--- config.mk ---
export PLATFORM = sky130hd
export DESIGN_NAME = seg_p2s64
export DESIGN_NICKNAME = d
export VERILOG_FILES = /design/src/rtl/seg_p2s64.sv
export SDC_FILE = /design/constraint.sdc
export NUM_CORES = 1
export LEC_CHECK = 0
export BUFFER_PORTS_ARGS = -buffer_cell sky130_fd_sc_hd__buf_2
export CAP_MARGIN = 20
export CORE_MARGIN = 5
export CORE_UTILIZATION = 53
export CTS_CLUSTER_SIZE = 28
export DETAILED_ROUTE_END_ITERATION = 16
export HOLD_SLACK_MARGIN = 0.15
export PLACE_DENSITY = 0.84
export SLEW_MARGIN = 20
export SYNTH_ARGS = -nofsm -noshare
export SYNTH_HDL_FRONTEND = slang
export SYNTH_SLANG_ARGS = --single-unit
--- constraint.sdc ---
create_clock -name clk -period 2 [get_ports clk]
set_clock_uncertainty 0.1 [all_clocks]
set_input_delay 0.4 -clock clk [delete_from_list [all_inputs] [get_ports clk]]
set_output_delay 0.4 -clock clk [all_outputs]
set_load 0.02 [all_outputs]
--- src/rtl/seg_p2s64.sv ---
// Parallel-to-serial shifter for a shift-register 7-segment display: captures a word on start,
// shifts it MSB-first on a divided serial clock, then pulses the latch enable.
module seg_p2s64 #(
    parameter int DATA_W = 64,
    parameter int HALF   = 2
) (
    input  logic              clk,
    input  logic              rst,
    input  logic              start,
    input  logic [DATA_W-1:0] par_in,
    output logic              s_clk,
    output logic              s_out,
    output logic              s_en,
    output logic              busy,
    output logic              done
);

    localparam int PH_W = (HALF > 1) ? $clog2(HALF) : 1;
    localparam int LC_W = $clog2(2 * HALF);
    localparam int BI_W = $clog2(DATA_W);

    localparam logic [PH_W-1:0] PH_LAST = PH_W'(HALF - 1);
    localparam logic [LC_W-1:0] LC_LAST = LC_W'(2 * HALF - 1);
    localparam logic [BI_W-1:0] BI_TOP  = BI_W'(DATA_W - 1);

    typedef enum logic [1:0] {
        IDLE  = 2'd0,
        SHIFT = 2'd1,
        LATCH = 2'd2
    } state_t;

    state_t state, state_nxt;

    logic [DATA_W-1:0] shreg, shreg_nxt;
    logic [PH_W-1:0]   phase, phase_nxt;
    logic [BI_W-1:0]   bitidx, bitidx_nxt;
    logic [LC_W-1:0]   lcnt, lcnt_nxt;
    logic              s_clk_nxt, s_en_nxt, busy_nxt, done_nxt;

    // The bit on the wire is always the top of the shift register; zero fill means the
    // register is empty (and s_out low) once the last bit has been shifted past.
    assign s_out = shreg[DATA_W-1];

    always_ff @(posedge clk) begin
        if (rst) begin
            state <= IDLE;
        end else begin
            state <= state_nxt;
        end
    end

    always_ff @(posedge clk) begin
        if (rst) begin
            shreg  <= '0;
            phase  <= '0;
            bitidx <= '0;
            lcnt   <= '0;
            s_clk  <= 1'b0;
            s_en   <= 1'b0;
            busy   <= 1'b0;
            done   <= 1'b0;
        end else begin
            shreg  <= shreg_nxt;
            phase  <= phase_nxt;
            bitidx <= bitidx_nxt;
            lcnt   <= lcnt_nxt;
            s_clk  <= s_clk_nxt;
            s_en   <= s_en_nxt;
            busy   <= busy_nxt;
            done   <= done_nxt;
        end
    end

    always_comb begin
        state_nxt  = state;
        shreg_nxt  = shreg;
        phase_nxt  = phase;
        bitidx_nxt = bitidx;
        lcnt_nxt   = lcnt;
        s_clk_nxt  = s_clk;
        s_en_nxt   = s_en;
        busy_nxt   = busy;
        done_nxt   = 1'b0;

        case (state)
            IDLE: begin
                if (start) begin
                    shreg_nxt  = par_in;
                    phase_nxt  = '0;
                    bitidx_nxt = BI_TOP;
                    lcnt_nxt   = '0;
                    s_clk_nxt  = 1'b0;
                    busy_nxt   = 1'b1;
                    state_nxt  = SHIFT;
                end
            end

            SHIFT: begin
                if (phase == PH_LAST) begin
                    phase_nxt = '0;
                    if (!s_clk) begin
                        s_clk_nxt = 1'b1;
                    end else begin
                        // End of the high phase: drop the clock and present the next bit together.
                        s_clk_nxt = 1'b0;
                        shreg_nxt = {shreg[DATA_W-2:0], 1'b0};
                        if (bitidx == '0) begin
                            s_en_nxt  = 1'b1;
                            lcnt_nxt  = '0;
                            state_nxt = LATCH;
                        end else begin
                            bitidx_nxt = bitidx - 1'b1;
                        end
                    end
                end else begin
                    phase_nxt = phase + 1'b1;
                end
            end

            LATCH: begin
                if (lcnt == LC_LAST) begin
                    s_en_nxt  = 1'b0;
                    busy_nxt  = 1'b0;
                    done_nxt  = 1'b1;
                    state_nxt = IDLE;
                end else begin
                    lcnt_nxt = lcnt + 1'b1;
                end
            end

            default: begin
                state_nxt = IDLE;
            end
        endcase
    end

endmodule

-- After elaboration in Yosys (flattened, before gate mapping)
Cells that the tools add are included.
Widths: inputs -> output; s select.
- multiplexer cells: 35
- reductions and logical operators: 15
- $add $sub $neg: 3
- bitwise logic cells: 1
- eq/ne operators: 10
- operator list (cell ; count):
    $mux 64 ; 3
    $pmux 64 s2 ; 1
    $mux 6 ; 4
    $mux 2 ; 10
    $reduce_and 5->1 ; 3
    $ne 2x2->1 const B ; 7
    $pmux 2 s3 ; 2
    $pmux 6 s2 ; 1
    $mux 1 ; 10
    $pmux 1 s2 ; 4
    $logic_not 6->1 ; 1
    $reduce_and 3->1 ; 2
    $reduce_and 6->1 ; 1
    $reduce_bool 2->1 ; 3
    $sub 6x1->6 const B ; 1
    $eq 2x2->1 const B ; 2
    $reduce_and 4->1 ; 1
    $reduce_bool 3->1 ; 1
    $add 2x1->2 const B ; 1
    $eq 2x1->1 const B ; 1
    $logic_not 2->1 ; 1
    $reduce_and 2->1 ; 1
    $reduce_or 2->1 ; 1
    $add 1x1->1 const B ; 1
    $not 1->1 ; 1
- output and inout bits: 5
- input bits: 67
- flip-flop bits (word level): 79
- logic and storage cells: 73

-- Depth between registers and ports, before layout
- depth in word-level cells: 5
- depth in mapped cells: 8
- mapped depth without buffers: 6

-- Worst setup path before layout
OpenSTA, ideal clock, no wires.
- path kind: register to register
- start point: reg s_clk
- end point: reg shreg[50]
- clock period less this slack: 1.638 ns
- arrival: 1.450 ns
- stages on the path, launching flop included: 8
- required time: 1.812 ns
- path buffers: 3
- setup time: 0.088 ns
- slack: 0.362 ns
- cells stage by stage: dfxtp_1 > and3_4 > o21ba_1 > buf_4 > buf_6 > buf_6 > nor2_1 > a311oi_2
- longest elaborated chain between the ends: 2
- RTL lines (item ; RTL line ; text):
    start: declaration ; 11 ; output logic s_clk,
    start signal: assignment ; 67 ; s_clk <= s_clk_nxt;
    $ne 2x2->1 (no source line) ; - ;
    $reduce_and 4->1 (no source line) ; - ;
    end signal: assignment ; 63 ; shreg <= shreg_nxt;
    end: declaration ; 34 ; logic [DATA_W-1:0] shreg, shreg_nxt;
No other way between the ends.
A chain may end at the register's enable or synchronous reset.

-- Worst setup path after layout
- start point: reg state[0]
- end point: reg shreg[39]
- longest elaborated chain between the ends: 3
- elaborated cells on any way between the ends: 8
- RTL lines (item ; RTL line ; text):
    start: declaration ; 32 ; state_t state, state_nxt;
    start signal: assignment ; 48 ; state <= state_nxt;
    $eq 2x1->1 or $logic_not 2->1 (tied branches) ; 85 ; case (state)
    $ne 2x2->1 (no source line) or $reduce_bool 2->1 (tied branches) ; - ;
    $reduce_and 4->1 (no source line) ; - ;
Parallel ways exist; a longest one is shown, timed or not.

==> results.cfg <==
[clock_tree]
cts_tree = done
ctsResizeCount = 0
cts_buffer_depth = 2
cts_made_buffers = 9
cts_hold_buf = 0
clock_latency_ns = 0.34
htreeDepth = 3
clockRootBuffer = clkbuf_8
clk_pin_slew_ns = 0.08
post-cts-setup-buffers = 0
cts.sinks = 79

[finish]
layout-drive-gt1-share_pct = 23.6
area_delta_synth_final_pct = 17.7
nNetsFinal = 569
fin_cells = 584
n_antenna_cell = 0

[grt]
grt_max_degree = 80
grt_overflow = 0
grt_pass1_vias = 3006
grtUsageTotal_pct = 18.6
grt_pass1_wl_mm = 13.2
antenna_found_initial = 0

[logic_synthesis]
synthTopCellsByArea = dfxtp_1 (43%), nand2_1 (13%), a311oi_1 (12%)
ys_dominant_reg_cell = dfxtp_1
synthesis.area_um2 = 3650
ys_warn_count = 0
netlist_top_cells_count = nand2_1 (126), dfxtp_1 (79), nor2_1 (73)
syn_avg_cell_area_um2 = 8.17
ys_ff_latch = 79
yosysMostFrequentCell = nand2_1
ys_types = 37
ys_seq_area_share_pct = 43.4
synth_nets = 516
yosys.area.top_type = dfxtp_1
syn_inst = 446
netlist.area_leader.share_pct = 43.4
synth_edf_count = 0
synth_async_sr_flop_share_pct = 0

[power_and_ir_drop]
power.density_nw_per_um2 = 877
max-vdd-ir-drop_mv = 0.428
p_leak_uw = 0.00171

[hold_path]
min_to = shreg[7]
whs_path_depth = 3
hold_start = par_in[7]
hp-class = primary input to register

[sta]
setup-tns-final_ns = 0
finalHoldViolations = 0
finalSetupViolCount = 0
rsz0062_at_grt = no
finalMaxSlewViolations = 0
fmax_ghz = 0.559
period_minus_slack_ns = 1.79
worstMarginPinSlew_ns = 0.525
max_slew_margin_pct = 64.9
fin_crit_sh_pct = 89.5

[worst_setup_path]
worstPathRequired_ns = 2.15
regToRegEndpoint = shreg[39]
critPathKind = register to register
ff2ff_path_depth = 5
cp_max_fo = 40
reg2reg_slack_ns = 0.21
timing.rr.start = state[0]
crit_path_end_kind = register
critPathLaunchType = register
cp.arrival_ns = 1.94

[floorplanning]
start_util_pct = 54.0
core_area_um2 = 6760
die_w_um = 92.9
ios = 72
die_h_um = 92.9
row_count = 30
die-area_um2 = 8640

[routing]
drc = 0
first_iter_violations = 186
ant_nets = 0
viasPerCell = 5.61
drt-total-wl_mm = 7.96
dr_total_vias = 3279
drt-wirelength-per-cell_um = 13.6
drt_first_pass_iters = 4

[run]
drv_cap = 0

[place]
placed_cells = 568
port_buffers = 71
post-dp-hpwl_mm = 5.17
gp_congestion = 0.732

[run_status]
outcome = finished, final reports clean
final cells by class:
cell class / instances / area [um^2]
flip-flops and latches: 79 / 1580
well taps: 80 / 100
repair buffers: 82 / 526
clock inverters: 3 / 90.1
fillers: 571 / 2460
clock buffers: 13 / 149
multi-input cells: 321 / 1820
inverters: 6 / 22.5
metal layers:
layer / vias up / share of wire [%] / GRT usage [%]
met3: 11 / 5.6 / 5.04
met1: 1523 / 46 / 23.5
met2: 79 / 48 / 30.8
met4: 0 / 1.2 / 5.74
met5: - / 0 / 0
li1: 1666 / - / -
metrics by stage:
step	power [uW]	utilization [%]	area, um^2	worst slack (ns)	hold WS [ns]
after floorplan	2210	-	3650	0.362	0.350
after global routing	3950	63.5	4290	0.0236	0.206
after CTS	3790	63.5	4290	0.173	0.200
after detailed placement	2380	60.0	4050	0.116	0.367
after global placement	2350	60.0	4050	0.234	0.360
final	3770	63.5	4290	0.210	0.212
flip-flops by register name, indices dropped and copies added (netlist names):
register	cells
phase	1
bitidx	6
shreg	64
s_en	1
done	1
s_clk	1
busy	1
lcnt	2
state	2
power by group:
| part | leakage [uW] | internal [uW] | switching, uW |
|---|---|---|---|
| Combinational | 0.000939 | 250 | 320 |
| Sequential | 0.000653 | 1700 | 78.3 |
| Clock | 0.000118 | 866 | 553 |
| Total | 0.00171 | 2810 | 952 |
worst max-delay path, stage by stage (launching register included):
cell	delay [ns]
dfxtp_1	0.55
and3_4	0.29
o21ba_4	0.22
buf_12	0.22
nor2_1	0.06
a311oi_1	0.25
placed cells by master, fill, tap and decap left out, drive strengths merged, types with 2 or more instances in the layout:
| master | count |
|---|---|
| nand2 | 126 |
| buf | 82 |
| dfxtp | 79 |
| nor2 | 73 |
| a311oi | 65 |
| clkbuf | 13 |
| a21oi | 11 |
| inv | 6 |
| o21ai | 5 |
| a211oi | 4 |
| nand3 | 4 |
| nor3 | 3 |
| ha | 3 |
| bufinv | 3 |
| and3 | 3 |
| nor2b | 3 |
| nor4 | 2 |
| a22oi | 2 |
| o21bai | 2 |
| o31ai | 2 |
kinds of logic (layout without fill, tap and decap cells):
logic type / after synthesis / after routing / share of synthesized area (%)
multiplexers: 1 / 1 / 0.309
AND/OR/NAND/NOR: 220 / 220 / 24.6
adder cells (fa/ha/maj): 3 / 3 / 1.03
buffers and inverters: 46 / 104 / 7.10
flip-flops: 79 / 79 / 43.4
XOR/XNOR: 1 / 1 / 0.240
AO/OA/AOI/OAI: 96 / 96 / 23.3
worst max-delay path by stage:
stage | end | slack (ns) | from
after global routing | shreg[42] | 0.02 | state[0]
after global placement | shreg[57] | 0.23 | start
after detailed placement | shreg[31] | 0.12 | start
after CTS | shreg[31] | 0.17 | state[0]
after floorplan | shreg[50] | 0.36 | s_clk
final | shreg[39] | 0.21 | state[0]
Power figures use the tool's default switching activity.
